**src/rtl/mem_arbiter_if.sv**
```systemverilog
`default_nettype none
// ============================================================================
// Module   : mem_arbiter_if
// Purpose  : Bundles the fetch port, data port and SRAM pins that connect
//            to mem_arbiter.
// Revision : 1.0 - initial release
// Modports :
//   slave  - the arbiter. It receives requests and sram_rdata, and drives
//            ready/rdata, freeze and the SRAM strobes.
//   master - the pipeline/SRAM side. It is the mirror of slave.
// ============================================================================
interface mem_arbiter_if #(
  parameter int DATA_WIDTH      = 32,
  parameter int ADDR_WIDTH      = 32,
  parameter int SRAM_ADDR_WIDTH = 30
);
  logic                       if_req;
  logic [ADDR_WIDTH-1:0]      if_addr;
  logic [DATA_WIDTH-1:0]      if_rdata;
  logic                       if_ready;
  logic                       mem_rd_req;
  logic                       mem_wr_req;
  logic [ADDR_WIDTH-1:0]      mem_addr;
  logic [DATA_WIDTH-1:0]      mem_wdata;
  logic [DATA_WIDTH-1:0]      mem_rdata;
  logic                       mem_ready;
  logic                       freeze;
  logic                       sram_en;
  logic                       sram_we;
  logic [SRAM_ADDR_WIDTH-1:0] sram_addr;
  logic [DATA_WIDTH-1:0]      sram_wdata;
  logic [DATA_WIDTH-1:0]      sram_rdata;

  modport slave (
    input  if_req, if_addr, mem_rd_req, mem_wr_req, mem_addr, mem_wdata,
           sram_rdata,
    output if_rdata, if_ready, mem_rdata, mem_ready, freeze,
           sram_en, sram_we, sram_addr, sram_wdata
  );

  modport master (
    output if_req, if_addr, mem_rd_req, mem_wr_req, mem_addr, mem_wdata,
           sram_rdata,
    input  if_rdata, if_ready, mem_rdata, mem_ready, freeze,
           sram_en, sram_we, sram_addr, sram_wdata
  );
endinterface
`default_nettype wire

```
**src/rtl/mem_arbiter.sv**
```systemverilog
`default_nettype none
// ============================================================================
// Module   : mem_arbiter
// Purpose  : Shares one fixed-latency single-port SRAM between the IF fetch
//            port and the MEM data port. Each access runs IDLE -> ACCESS
//            (WAIT_CYCLES cycles) -> DONE. Read data is returned together
//            with a one-cycle ready pulse. The module stalls the pipeline
//            while a data access is outstanding.
// Revision : 1.0 - initial release
// Ports    :
//   clk - system clock, rising edge
//   rst - synchronous reset, active-low
//   bus - mem_arbiter_if.slave, which carries:
//         if_req/if_addr/if_rdata/if_ready                  fetch port
//         mem_rd_req/mem_wr_req/mem_addr/mem_wdata/
//         mem_rdata/mem_ready                               data port
//         freeze                                            pipeline stall
//         sram_en/sram_we/sram_addr/sram_wdata/sram_rdata   SRAM pins
// Config   : MEM_ARB_RR_EN - when defined, a tie in IDLE goes to the port
//            that was not granted last time. Otherwise MEM always wins.
// ============================================================================
module mem_arbiter #(
  parameter int DATA_WIDTH      = 32,
  parameter int ADDR_WIDTH      = 32,
  parameter int SRAM_ADDR_WIDTH = 30,
  parameter int WAIT_CYCLES     = 4
) (
  input  logic         clk,
  input  logic         rst,
  mem_arbiter_if.slave bus
);

  localparam logic [3:0] LAST_CNT  = 4'(WAIT_CYCLES - 1);
  localparam logic       GRANT_IF  = 1'b0;
  localparam logic       GRANT_MEM = 1'b1;

  typedef enum logic [1:0] {
    IDLE   = 2'd0,
    ACCESS = 2'd1,
    DONE   = 2'd2
  } state_t;

  state_t                     state, state_next;
  logic                       grant, grant_next;
  logic                       is_write, is_write_next;
  logic [3:0]                 wait_cnt, wait_cnt_next;
  logic [SRAM_ADDR_WIDTH-1:0] addr_q, addr_next;
  logic [DATA_WIDTH-1:0]      wdata_q, wdata_next;
  logic [DATA_WIDTH-1:0]      if_rdata_q, if_rdata_next;
  logic [DATA_WIDTH-1:0]      mem_rdata_q, mem_rdata_next;
  logic                       mem_req;
  logic                       pick_mem;
  logic                       unused_addr_bits;

  // The SRAM is word addressed, so the byte offsets are not used.
  assign unused_addr_bits = ^{bus.if_addr[1:0], bus.mem_addr[1:0]};

  assign mem_req = bus.mem_rd_req | bus.mem_wr_req;

`ifdef MEM_ARB_RR_EN
  logic last_grant, last_grant_next;
  // On a tie, MEM wins only when IF was the port granted last time.
  assign pick_mem = mem_req & (~bus.if_req | (last_grant == GRANT_IF));
`else
  assign pick_mem = mem_req;
`endif

  always_ff @(posedge clk) begin
    if (!rst) begin
      state       <= IDLE;
      grant       <= GRANT_IF;
      is_write    <= 1'b0;
      wait_cnt    <= '0;
      addr_q      <= '0;
      wdata_q     <= '0;
      if_rdata_q  <= '0;
      mem_rdata_q <= '0;
`ifdef MEM_ARB_RR_EN
      last_grant  <= GRANT_IF;
`endif
    end else begin
      state       <= state_next;
      grant       <= grant_next;
      is_write    <= is_write_next;
      wait_cnt    <= wait_cnt_next;
      addr_q      <= addr_next;
      wdata_q     <= wdata_next;
      if_rdata_q  <= if_rdata_next;
      mem_rdata_q <= mem_rdata_next;
`ifdef MEM_ARB_RR_EN
      last_grant  <= last_grant_next;
`endif
    end
  end

  always_comb begin
    state_next      = state;
    grant_next      = grant;
    is_write_next   = is_write;
    wait_cnt_next   = wait_cnt;
    addr_next       = addr_q;
    wdata_next      = wdata_q;
    if_rdata_next   = if_rdata_q;
    mem_rdata_next  = mem_rdata_q;
`ifdef MEM_ARB_RR_EN
    last_grant_next = last_grant;
`endif
    case (state)
      IDLE: begin
        if (mem_req | bus.if_req) begin
          grant_next      = pick_mem;
          // When read and write are requested together, the access is a write.
          is_write_next   = pick_mem & bus.mem_wr_req;
          addr_next       = pick_mem ? bus.mem_addr[ADDR_WIDTH-1:2]
                                     : bus.if_addr[ADDR_WIDTH-1:2];
          wdata_next      = pick_mem ? bus.mem_wdata : '0;
          wait_cnt_next   = '0;
          state_next      = ACCESS;
`ifdef MEM_ARB_RR_EN
          last_grant_next = pick_mem;
`endif
        end
      end
      ACCESS: begin
        if (wait_cnt == LAST_CNT) begin
          if (grant == GRANT_MEM) mem_rdata_next = bus.sram_rdata;
          else                    if_rdata_next  = bus.sram_rdata;
          state_next = DONE;
        end else begin
          wait_cnt_next = wait_cnt + 4'd1;
        end
      end
      DONE:    state_next = IDLE;
      default: state_next = IDLE;
    endcase
  end

  assign bus.sram_en    = (state == ACCESS);
  assign bus.sram_we    = (state == ACCESS) & is_write;
  assign bus.sram_addr  = addr_q;
  assign bus.sram_wdata = wdata_q;
  assign bus.if_rdata   = if_rdata_q;
  assign bus.mem_rdata  = mem_rdata_q;
  assign bus.if_ready   = (state == DONE) & (grant == GRANT_IF);
  assign bus.mem_ready  = (state == DONE) & (grant == GRANT_MEM);

  // Freeze is forced low while rst is asserted, so the pipeline is not
  // stalled against an arbiter that is being cleared.
  assign bus.freeze = rst & ((mem_req & ~bus.mem_ready) |
                             (bus.if_req & ~bus.if_ready & (grant == GRANT_MEM)));

endmodule
`default_nettype wire

```
**src/flat_wrapper.sv**
```systemverilog
// flat-port wrapper written by rule: the top's interface ports become plain ports
module mem_arbiter_flat 
#(
  parameter int DATA_WIDTH      = 32,
  parameter int ADDR_WIDTH      = 32,
  parameter int SRAM_ADDR_WIDTH = 30,
  parameter int WAIT_CYCLES     = 4
)
  (clk, rst, bus_if_req, bus_if_addr, bus_mem_rd_req, bus_mem_wr_req, bus_mem_addr, bus_mem_wdata, bus_sram_rdata, bus_if_rdata, bus_if_ready, bus_mem_rdata, bus_mem_ready, bus_freeze, bus_sram_en, bus_sram_we, bus_sram_addr, bus_sram_wdata);
  mem_arbiter_if #(.DATA_WIDTH(DATA_WIDTH), .ADDR_WIDTH(ADDR_WIDTH), .SRAM_ADDR_WIDTH(SRAM_ADDR_WIDTH)) bus_i ();
  input  logic clk;
  input  logic rst;
  input wire logic [$bits(bus_i.if_req)-1:0] bus_if_req;
  input wire logic [$bits(bus_i.if_addr)-1:0] bus_if_addr;
  input wire logic [$bits(bus_i.mem_rd_req)-1:0] bus_mem_rd_req;
  input wire logic [$bits(bus_i.mem_wr_req)-1:0] bus_mem_wr_req;
  input wire logic [$bits(bus_i.mem_addr)-1:0] bus_mem_addr;
  input wire logic [$bits(bus_i.mem_wdata)-1:0] bus_mem_wdata;
  input wire logic [$bits(bus_i.sram_rdata)-1:0] bus_sram_rdata;
  output wire logic [$bits(bus_i.if_rdata)-1:0] bus_if_rdata;
  output wire logic [$bits(bus_i.if_ready)-1:0] bus_if_ready;
  output wire logic [$bits(bus_i.mem_rdata)-1:0] bus_mem_rdata;
  output wire logic [$bits(bus_i.mem_ready)-1:0] bus_mem_ready;
  output wire logic [$bits(bus_i.freeze)-1:0] bus_freeze;
  output wire logic [$bits(bus_i.sram_en)-1:0] bus_sram_en;
  output wire logic [$bits(bus_i.sram_we)-1:0] bus_sram_we;
  output wire logic [$bits(bus_i.sram_addr)-1:0] bus_sram_addr;
  output wire logic [$bits(bus_i.sram_wdata)-1:0] bus_sram_wdata;
  assign bus_i.if_req = bus_if_req;
  assign bus_i.if_addr = bus_if_addr;
  assign bus_i.mem_rd_req = bus_mem_rd_req;
  assign bus_i.mem_wr_req = bus_mem_wr_req;
  assign bus_i.mem_addr = bus_mem_addr;
  assign bus_i.mem_wdata = bus_mem_wdata;
  assign bus_i.sram_rdata = bus_sram_rdata;
  assign bus_if_rdata = bus_i.if_rdata;
  assign bus_if_ready = bus_i.if_ready;
  assign bus_mem_rdata = bus_i.mem_rdata;
  assign bus_mem_ready = bus_i.mem_ready;
  assign bus_freeze = bus_i.freeze;
  assign bus_sram_en = bus_i.sram_en;
  assign bus_sram_we = bus_i.sram_we;
  assign bus_sram_addr = bus_i.sram_addr;
  assign bus_sram_wdata = bus_i.sram_wdata;
  mem_arbiter #(.DATA_WIDTH(DATA_WIDTH), .ADDR_WIDTH(ADDR_WIDTH), .SRAM_ADDR_WIDTH(SRAM_ADDR_WIDTH), .WAIT_CYCLES(WAIT_CYCLES)) u_core (.clk(clk), .rst(rst), .bus(bus_i));
endmodule
```
**config.mk**
```make
export PLATFORM = sky130hd
export DESIGN_NAME = mem_arbiter_flat
export DESIGN_NICKNAME = d
export VERILOG_FILES = /design/src/rtl/mem_arbiter_if.sv /design/src/rtl/mem_arbiter.sv /design/src/flat_wrapper.sv
export SDC_FILE = /design/constraint.sdc
export NUM_CORES = 1
export LEC_CHECK = 0
export ABC_CLOCK_PERIOD_IN_PS = 3800
export CAP_MARGIN = 20
export CORE_MARGIN = 2
export CORE_UTILIZATION = 44
export DETAILED_ROUTE_END_ITERATION = 10
export MAX_ROUTING_LAYER = met4
export PLACE_DENSITY_LB_ADDON = 0.15
export SLEW_MARGIN = 40
export SYNTH_ARGS = -nofsm -noshare
export SYNTH_HDL_FRONTEND = slang
export SYNTH_SLANG_ARGS = --single-unit
```
**constraint.sdc**
```tcl
create_clock -name clk -period 3.8 [get_ports clk]
set_input_delay 0.57 -clock clk [delete_from_list [all_inputs] [get_ports clk]]
set_output_delay 0.57 -clock clk [all_outputs]
set_load 0.02 [all_outputs]
```
==> impl_metrics.csv, run 1 <==
group,metric,value,unit
clocking,clockBufferDepth,2,
timing,rsz0062_at_grt,"false",
timing,post-route-min-period,2730,ps
final_layout,drive_above_1_share,5.95,%
worst_setup_path,path_delay_family,"buffers and inverters",
logic_synthesis,synth_area,5410,sq um
timing,whs,456,ps
detailed_routing,dr.pass1.iters,5,
place,dp_hpwl,11000,um
logic_synthesis,synth_cell_type_count,37,
timing,setup_violations,0,
power_and_ir_drop,max-vdd-ir-drop,0.279,mV
final_layout,area_delta_synth_final,58.4,%
timing,fin_skew,5.06,ps
logic_synthesis,ys.flop_type,"dfxtp_1",
detailed_routing,avgRoutedWirePerCell,16.3,um
place,placed_cell_area,7960,sq um
logic_synthesis,muxShareOfSynthArea,11.8,%
grt,grt_pass1_vias,5377,
final_layout,layout_common_cells,"258 x clkdlybuf4s50_1, 160 x nand2_1, 134 x dfxtp_1",
worst_setup_path,crit_type,"primary input to output pin",
timing,tightestPinTransition,703,ps
logic_synthesis,ys_seq_elements,134,
final_layout,finish.utilization,71.4,%
power_and_ir_drop,fin_total_pwr,3.72,mW
floorplan,die_w,115,um
final_layout,stdcell_area,8570,sq um
floorplan,initial_core_util,45.1,%
logic_synthesis,synth_top_family_by_area,"simple AND/OR/NAND/NOR gates",
worst_setup_path,critPathCaptureType,"output pin",
clocking,ctsResizeCount,0,
logic_synthesis,syn-num-nets,745,
timing,finalMaxSlewViolations,0,
power_and_ir_drop,p_leak,3.33,nW
logic_synthesis,async_flop_share,0,%
worst_setup_path,cp_num_buf_inv,2,
floorplan,top_level_ports,264,
clocking,cts_buffers,17,
logic_synthesis,syn-instance-count,611,
logic_synthesis,yosysWarningCount,0,
logic_synthesis,synth_compound_area_share,15.0,%
floorplan,fp.dieArea,13200,sq um
floorplan,die_y,115,um
worst_setup_path,slowest_stage,"clkdlybuf4s50_1",
worst_setup_path,crit_chain,"clkdlybuf4s50_1 > nor2_2 > o21ai_0 > and2_1 > clkdlybuf4s50_1",
final_layout,layout.nets,978,
min_path,hp-class,"flop to flop",
timing,fin_setup_tns,0,ps
worst_setup_path,arrival,2160,ps
detailed_routing,totalWireLength,16400,um
logic_synthesis,synth_xor_xnor_area_share,0,%
detailed_routing,dr_total_vias,5337,
logic_synthesis,synth_edf_count,0,
clocking,clk_latency,410,ps
logic_synthesis,synthAdderAreaFrac,0.231,%
timing,period_share,71.7,%
worst_setup_path,crit_required,3230,ps
worst_setup_path,slowest_delay,620,ps
floorplan,core_area,12000,sq um
floorplan,rows,40,
clocking,tritoncts,"done",
grt,gr-usage-all-layers,25.4,%
final_layout,layoutNonFillerInstCount,1004,
detailed_routing,drc,0,
grt,grt_max_degree,69,
detailed_routing,drt-initial-drc-count,329,
place,dp.cells,971,
final_layout,n_fill_cell,940,
clocking,path_clk_slew,50,ps
timing,finalHoldViolCount,0,
job,cap_violations,0,
logic_synthesis,synth-simple-area-share,17.0,%
detailed_routing,via_per_inst,5.32,
grt,grt_pass1_wl,25700,um
clocking,root_buffer,"clkbuf_16",
place,gp_congestion,0.759,
power_and_ir_drop,p_per_area,433,nW/um^2
logic_synthesis,syn-mean-instance-area,8.86,sq um
clocking,cts_setup_buffers,0,
grt,grt_overflow,0,
grt,antenna_found_initial,0,
clocking,ctsHoldBuffers,0,
detailed_routing,detail-route-antenna-nets,0,
timing,setup_slack,1070,ps
timing,relSlewSlack,53.1,%
place,port_buffers,259,
timing,timing.fmax,0.367,GHz
clocking,cts_sinks,134,
final_layout,final_common_cell,"clkdlybuf4s50_1",
worst_setup_path,startpoint_type,"primary input",
place,post-place-ws,1050,ps
worst_setup_path,worstPathMaxFanout,5,
outcome,status,"complete, no violations",
logic_synthesis,synth-seq-area-share,49.6,%
worst_setup_path,crit_top_cell,"clkdlybuf4s50_1",
final_layout,antenna_cells,0,
clocking,htreeDepth,4,
## flip-flops by register name, summed over array words and instances, names as in the netlist
signal	flops
u_core.bus.if_rdata	32
u_core.bus.mem_rdata	32
u_core.bus.sram_addr	30
u_core.bus.sram_wdata	32
u_core.grant	1
u_core.is_write	1
u_core.state	2
u_core.wait_cnt	4
## where the power goes
part / total, mW / switching, mW / internal, mW
Combinational: 0.566 / 0.281 / 0.285
Clock: 1.65 / 0.596 / 1.05
Sequential: 1.50 / 0.0343 / 1.47
## area by class of cell
type	instances	area [sq um]	share of cell area (%)
clock buffers	25	505	5.90
clock inverters	7	92.6	1.08
inverters	4	15.0	0.175
multi-input cells	417	2420	28.2
flip-flops and latches	134	2680	31.3
well taps	147	184	2.15
repair buffers	270	2680	31.2
## worst min-delay path: stages (launching register included)
cell     delay, ps
dfxtp_1        300
nand2_1         50
mux2i_1         50
## logic make-up (layout without fill, tap and decap cells)
family	after synthesis	count (layout)
simple gates	216	216
compound gates	136	136
flops	134	134
mux	64	64
buf+inv	60	306
fa+ha+maj	1	1
## layer usage
layer	share of wire, %	track usage, %	wire, um	up-vias
met2	50	42.7	8230	209
li1	-	-	-	2595
met5	0	-	0	-
met1	40	28.3	6520	2493
met4	3.0	10.8	496	0
met3	7.0	6.91	1150	40
## cells in the mapped netlist, types with 2 or more instances
master    number  area share (%)
a311oi_1      30             4.9
clkbuf_8       6             1.5
buf_1          4            0.28
dfxtp_1      134              50
nor2_1         5            0.35
clkbuf_1      32             2.2
buf_4          4            0.55
o221ai_1       2            0.32
nand3_1       35             3.2
nor3b_1        2            0.28
buf_2          6            0.55
a21oi_1       66             6.1
inv_1          2            0.14
and2_1         2            0.23
mux2i_1       64              12
buf_8          3            0.83
nand2_1      160              11
o21ai_0       35             3.2
## worst paths after layout
kind	startpoint	end	slack, ps	cells after the start
worst max-delay path	bus_mem_wr_req	bus_freeze	1070	5
worst min-delay path	u_core.bus.mem_rdata[25]$_SDFFE_PN0P_	u_core.bus.mem_rdata[25]$_SDFFE_PN0P_	460	2
worst max register to register	u_core.wait_cnt[0]$_SDFFE_PN0P_	u_core.bus.mem_rdata[15]$_SDFFE_PN0P_	1710	4
worst min register to register	u_core.bus.mem_rdata[25]$_SDFFE_PN0P_	u_core.bus.mem_rdata[25]$_SDFFE_PN0P_	460	2
No activity file was read; power rests on OpenSTA's default activity.
==> inputs of run 2 (changes only) <==
- ABC_CLOCK_PERIOD_IN_PS: 3800 -> 2200
- CORE_UTILIZATION: 44 -> 37
- clock period: 3.8 -> 2.2 ns (I/O delays scaled with it)
==> impl_metrics.csv, run 2 (synthesized netlist as in run 1, its figures left out) <==
group,metric,value,unit
clocking,path_clk_slew,60,ps
power_and_ir_drop,p_int,5.15,mW
worst_setup_path,crit-reg2reg-capture,"u_core.bus.mem_rdata[28]$_SDFFE_PN0P_",
detailed_routing,dr_wl_met2,7660,um
power_and_ir_drop,p_per_area,767,nW/um^2
grt,grt_pass1_vias,5398,
worst_setup_path,startpoint_type,"flop",
clocking,cts_sinks,134,
final_layout,n_fill_cell,1236,
clocking,cts_setup_buffers,0,
worst_setup_path,arrival,1760,ps
final_layout,antenna_cells,0,
clocking,clockBufferDepth,2,
final_layout,drive_above_1_share,7.50,%
clocking,ctsHoldBuffers,0,
worst_setup_path,r2r_start,"u_core.wait_cnt[0]$_SDFFE_PN0P_",
job,cap_violations,0,
floorplan,initial_core_util,37.5,%
power_and_ir_drop,fin_total_pwr,6.74,mW
floorplan,top_level_ports,264,
worst_setup_path,crit_type,"flop to output pin",
worst_setup_path,worstPathMaxFanout,5,
detailed_routing,met3_length,1310,um
final_layout,multi_input_area,2410,sq um
final_layout,final_common_cell,"clkdlybuf4s50_1",
place,port_buffers,259,
timing,whs,289,ps
detailed_routing,drt-initial-drc-count,275,
timing,timing.fmax,0.478,GHz
final_layout,register_area,2680,sq um
timing,finalMaxSlewViolations,0,
final_layout,area_delta_synth_final,62.5,%
floorplan,die_w,125,um
min_path,min_to,"u_core.wait_cnt[3]$_SDFFE_PN0P_",
floorplan,die_y,125,um
detailed_routing,met1_length,7160,um
place,dp_hpwl,11500,um
timing,relSlewSlack,56.8,%
clocking,htreeDepth,4,
final_layout,layoutNonFillerInstCount,1051,
timing,tightestPinTransition,648,ps
worst_setup_path,critPathCaptureType,"output pin",
timing,fin_skew,7.61,ps
floorplan,rows,44,
detailed_routing,detail-route-antenna-nets,0,
outcome,status,"complete, no violations",
clocking,root_buffer,"clkbuf_16",
power_and_ir_drop,p_sw,1.59,mW
detailed_routing,dr_total_vias,5373,
clocking,cts_buffers,17,
timing,setup_slack,107,ps
worst_setup_path,rrSetupSlack,410,ps
final_layout,stdcell_area,8800,sq um
power_and_ir_drop,max-vdd-ir-drop,0.527,mV
grt,gr-usage-all-layers,21.5,%
detailed_routing,totalWireLength,16600,um
timing,fin_setup_tns,0,ps
detailed_routing,maxUsedRoutingLayer,"met4",
timing,rsz0062_at_grt,"false",
power_and_ir_drop,combPwrFrac,14.9,%
place,post-place-ws,-104,ps
place,placed_cell_area,8130,sq um
power_and_ir_drop,p_seq_share,38.5,%
min_path,hp-class,"primary input to flop",
worst_setup_path,worstSetupStartpoint,"u_core.state[1]$_SDFFE_PN0P_",
worst_setup_path,crit_required,1870,ps
clocking,clk_latency,410,ps
worst_setup_path,reg2reg_depth,5,
min_path,min_from,"rst",
clocking,tritoncts,"done",
final_layout,layout.nets,988,
timing,period_share,95.1,%
detailed_routing,dr.pass1.iters,4,
detailed_routing,avgRoutedWirePerCell,15.8,um
detailed_routing,drc,0,
floorplan,core_area,14400,sq um
grt,antenna_found_initial,0,
min_path,hold_depth,3,
floorplan,fp.dieArea,15600,sq um
final_layout,finish.utilization,61.0,%
timing,post-route-min-period,2090,ps
power_and_ir_drop,swShare,23.6,%
grt,grt_max_degree,71,
grt,grt_overflow,0,
timing,finalHoldViolCount,0,
power_and_ir_drop,pwr-share-clk,46.6,%
final_layout,layout_common_cells,"256 x clkdlybuf4s50_1, 160 x nand2_1, 133 x dfxtp_1",
timing,setup_violations,0,
power_and_ir_drop,p_leak,3.45,nW
detailed_routing,via_per_inst,5.11,
grt,grt_pass1_wl,26400,um
place,gp_congestion,0.763,
place,dp.cells,1019,
[run 2: cell count changes in the layout (fill, tap and decap cells not counted), moves of 2 or more]
cell / previous run / this run
buf_12: 0 / 4
buf_4: 10 / 17
bufinv_16: 2 / 5
clkbuf_1: 3 / 0
clkbuf_8: 5 / 3
clkdlybuf4s50_1: 258 / 256
[run 2: worst max-delay path, cell delays in order (launching register included)]
cell and delay [ps]:
dfxtp_1 420, and3b_1 220, o21ai_0 100, buf_4 150
and2_1 150, dlygate4sd2_1 320
[run 2: cell type report]
cell class                      instances  share of cell area, %
Multi-Input combinational cell        417                   27.4
Clock buffer                           20                   5.31
Clock inverter                         12                   2.25
Timing Repair Buffer                  280                   31.8
Sequential cell                       134                   30.5
Inverter                                4                  0.171
Tap cell                              184                   2.62
[run 2: routing by layer]
layer / GRT usage (%) / vias to the layer above
li1: - / 2606
met1: 25.1 / 2502
met2: 33.7 / 232
met3: 6.85 / 33
met4: 10.1 / 0
met5: - / -
[run 2: worst max path at each step]
stage,end,slack [ps],depth (start not counted)
floorplan,u_core.bus.if_rdata[0]$_SDFFE_PN0P_,530,5
global placement,bus_freeze,-110,6
detailed placement,bus_freeze,-100,6
CTS,bus_sram_we,2,4
global route,bus_freeze,6,5
finish,bus_freeze,110,5
[run 2: timing repair]
item,4_1_cts,5_1_grt
cloned,0,0
resized for setup,2,1
endpoints found under the hold margin,0,0
endpoints found under the setup margin,1,1
[run 2: power by group through the flow]
stage,clock network [mW],registers [mW],logic [mW]
after floorplan,0,2.76,0.335
after global placement,0,2.64,0.986
after detailed placement,0,2.65,1.00
after CTS,3.22,2.60,1.01
after global routing,3.32,2.61,1.08
final,3.14,2.60,1.00
==> inputs of run 3 (changes only) <==
- CTS_CLUSTER_SIZE: default -> 20
- GPL_ROUTABILITY_DRIVEN: default -> 0
- PLACE_DENSITY: default -> 0.77
- PLACE_DENSITY_LB_ADDON: 0.15 -> default
==> impl_metrics.csv, run 3 (synthesized netlist as in run 1, its figures left out) <==
group,metric,value,unit
timing,whs,356,ps
final_layout,layout.nets,993,
final_layout,stdcell_area,8780,sq um
power_and_ir_drop,p_per_area,733,nW/um^2
job,cap_violations,0,
power_and_ir_drop,pwr-share-clk,43.9,%
floorplan,core_area,14400,sq um
final_layout,final_common_cell,"clkdlybuf4s50_1",
detailed_routing,drt-initial-drc-count,327,
min_path,hp-class,"primary input to flop",
power_and_ir_drop,p_sw,1.62,mW
detailed_routing,totalWireLength,16600,um
detailed_routing,dr_total_vias,5376,
timing,fin_skew,5.92,ps
floorplan,die_y,125,um
final_layout,layoutNonFillerInstCount,1056,
final_layout,antenna_cells,0,
timing,timing.fmax,0.478,GHz
clocking,tritoncts,"done",
timing,setup_violations,0,
final_layout,finish.utilization,60.8,%
timing,period_share,95.1,%
final_layout,area_delta_synth_final,62.1,%
power_and_ir_drop,combPwrFrac,15.8,%
power_and_ir_drop,p_int,4.81,mW
clocking,clk_latency,420,ps
clocking,path_clk_slew,60,ps
worst_setup_path,crit_type,"flop to output pin",
clocking,root_buffer,"clkbuf_16",
grt,grt_max_degree,48,
floorplan,fp.dieArea,15600,sq um
final_layout,drive_above_1_share,7.91,%
detailed_routing,avgRoutedWirePerCell,15.7,um
worst_setup_path,crit_required,1870,ps
grt,grt_pass1_vias,5228,
detailed_routing,via_per_inst,5.09,
detailed_routing,drc,0,
clocking,cts_sinks,134,
worst_setup_path,rrSetupSlack,380,ps
power_and_ir_drop,p_leak,3.44,nW
clocking,ctsHoldBuffers,0,
worst_setup_path,worstPathMaxFanout,5,
worst_setup_path,startpoint_type,"flop",
clocking,htreeDepth,4,
timing,finalHoldViolCount,0,
floorplan,die_w,125,um
floorplan,top_level_ports,264,
grt,gr-usage-all-layers,21.7,%
worst_setup_path,arrival,1760,ps
power_and_ir_drop,swShare,25.2,%
power_and_ir_drop,p_seq_share,40.3,%
floorplan,rows,44,
worst_setup_path,critPathCaptureType,"output pin",
detailed_routing,dr.pass1.iters,5,
clocking,clockBufferDepth,2,
timing,fin_setup_tns,0,ps
final_layout,layout_common_cells,"255 x clkdlybuf4s50_1, 160 x nand2_1, 134 x dfxtp_1",
timing,tightestPinTransition,577,ps
place,port_buffers,259,
timing,relSlewSlack,61.5,%
grt,grt_overflow,0,
timing,finalMaxSlewViolations,0,
power_and_ir_drop,max-vdd-ir-drop,0.458,mV
place,dp_hpwl,11500,um
grt,grt_pass1_wl,26600,um
floorplan,initial_core_util,37.5,%
clocking,cts_buffers,17,
timing,rsz0062_at_grt,"false",
place,placed_cell_area,8180,sq um
outcome,status,"complete, no violations",
place,dp.cells,1024,
grt,antenna_found_initial,0,
detailed_routing,detail-route-antenna-nets,0,
timing,post-route-min-period,2090,ps
## run 3: cell types whose count changed in the layout (fill, tap and decap cells not counted), sizes merged
cell	previous run	this run
buf	22	27
clkdlybuf4s15	0	1
clkinvlp	2	4
inv	5	4
clkinv	4	6
bufinv	5	2
clkdlybuf4s50	256	255
## run 3: final timing paths
| path | from | endpoint | depth (start not counted) |
|---|---|---|---|
| worst max-delay path | u_core.state[1]$_SDFFE_PN0P_ | bus_freeze | 5 |
| worst min-delay path | rst | u_core.wait_cnt[3]$_SDFFE_PN0P_ | 4 |
| worst max register to register | u_core.wait_cnt[0]$_SDFFE_PN0P_ | u_core.bus.mem_rdata[24]$_SDFFE_PN0P_ | 5 |
| worst min register to register | u_core.bus.if_rdata[30]$_SDFFE_PN0P_ | u_core.bus.if_rdata[30]$_SDFFE_PN0P_ | 2 |
## run 3: layout make-up
| type | count | area [sq um] |
|---|---|---|
| Clock inverter | 12 | 128 |
| Multi-Input combinational cell | 417 | 2410 |
| Timing Repair Buffer | 285 | 2850 |
| Fill cell | 1231 | 5650 |
| Clock buffer | 20 | 467 |
| Tap cell | 184 | 230 |
| Sequential cell | 134 | 2680 |
| Inverter | 4 | 15.0 |
## run 3: routing by layer
metal / global-route usage (%) / vias to the layer above / wire, um
li1: - / 2622 / -
met2: 34.3 / 231 / 7810
met5: - / - / 0
met1: 25.9 / 2496 / 7050
met4: 7.39 / 0 / 310
met3: 7.70 / 27 / 1460
## run 3: repair_timing
item | CTS | global route
gates resized for setup | 2 | 2
setup endpoints to repair | 2 | 2
setup buffers | 0 | 0
cloned | 0 | 0
hold endpoints to repair | 0 | 0
## run 3: power groups by stage
stage	registers, mW	logic (mW)	clock network [mW]
after global placement	2.64	1.01	0
after detailed placement	2.64	1.02	0
after floorplan	2.76	0.335	0
after global routing	2.60	1.09	2.99
final	2.59	1.02	2.83
after CTS	2.59	1.02	2.88
## run 3: worst max-delay path: stages (launching register included)
cell             delay [ps]
dfxtp_1                 350
and3b_1                 220
o21ai_0                 180
buf_4                   140
and2_1                  140
clkdlybuf4s15_1         330
## run 3: per-stage QoR
step | total power, mW | worst slack [ps]
6_report | 6.43 | 108
5_1_grt | 6.68 | 21.2
4_1_cts | 6.49 | 8.28
3_5_place_dp | 3.66 | -115
3_3_place_gp | 3.65 | -85.4
2_1_floorplan | 3.10 | 528
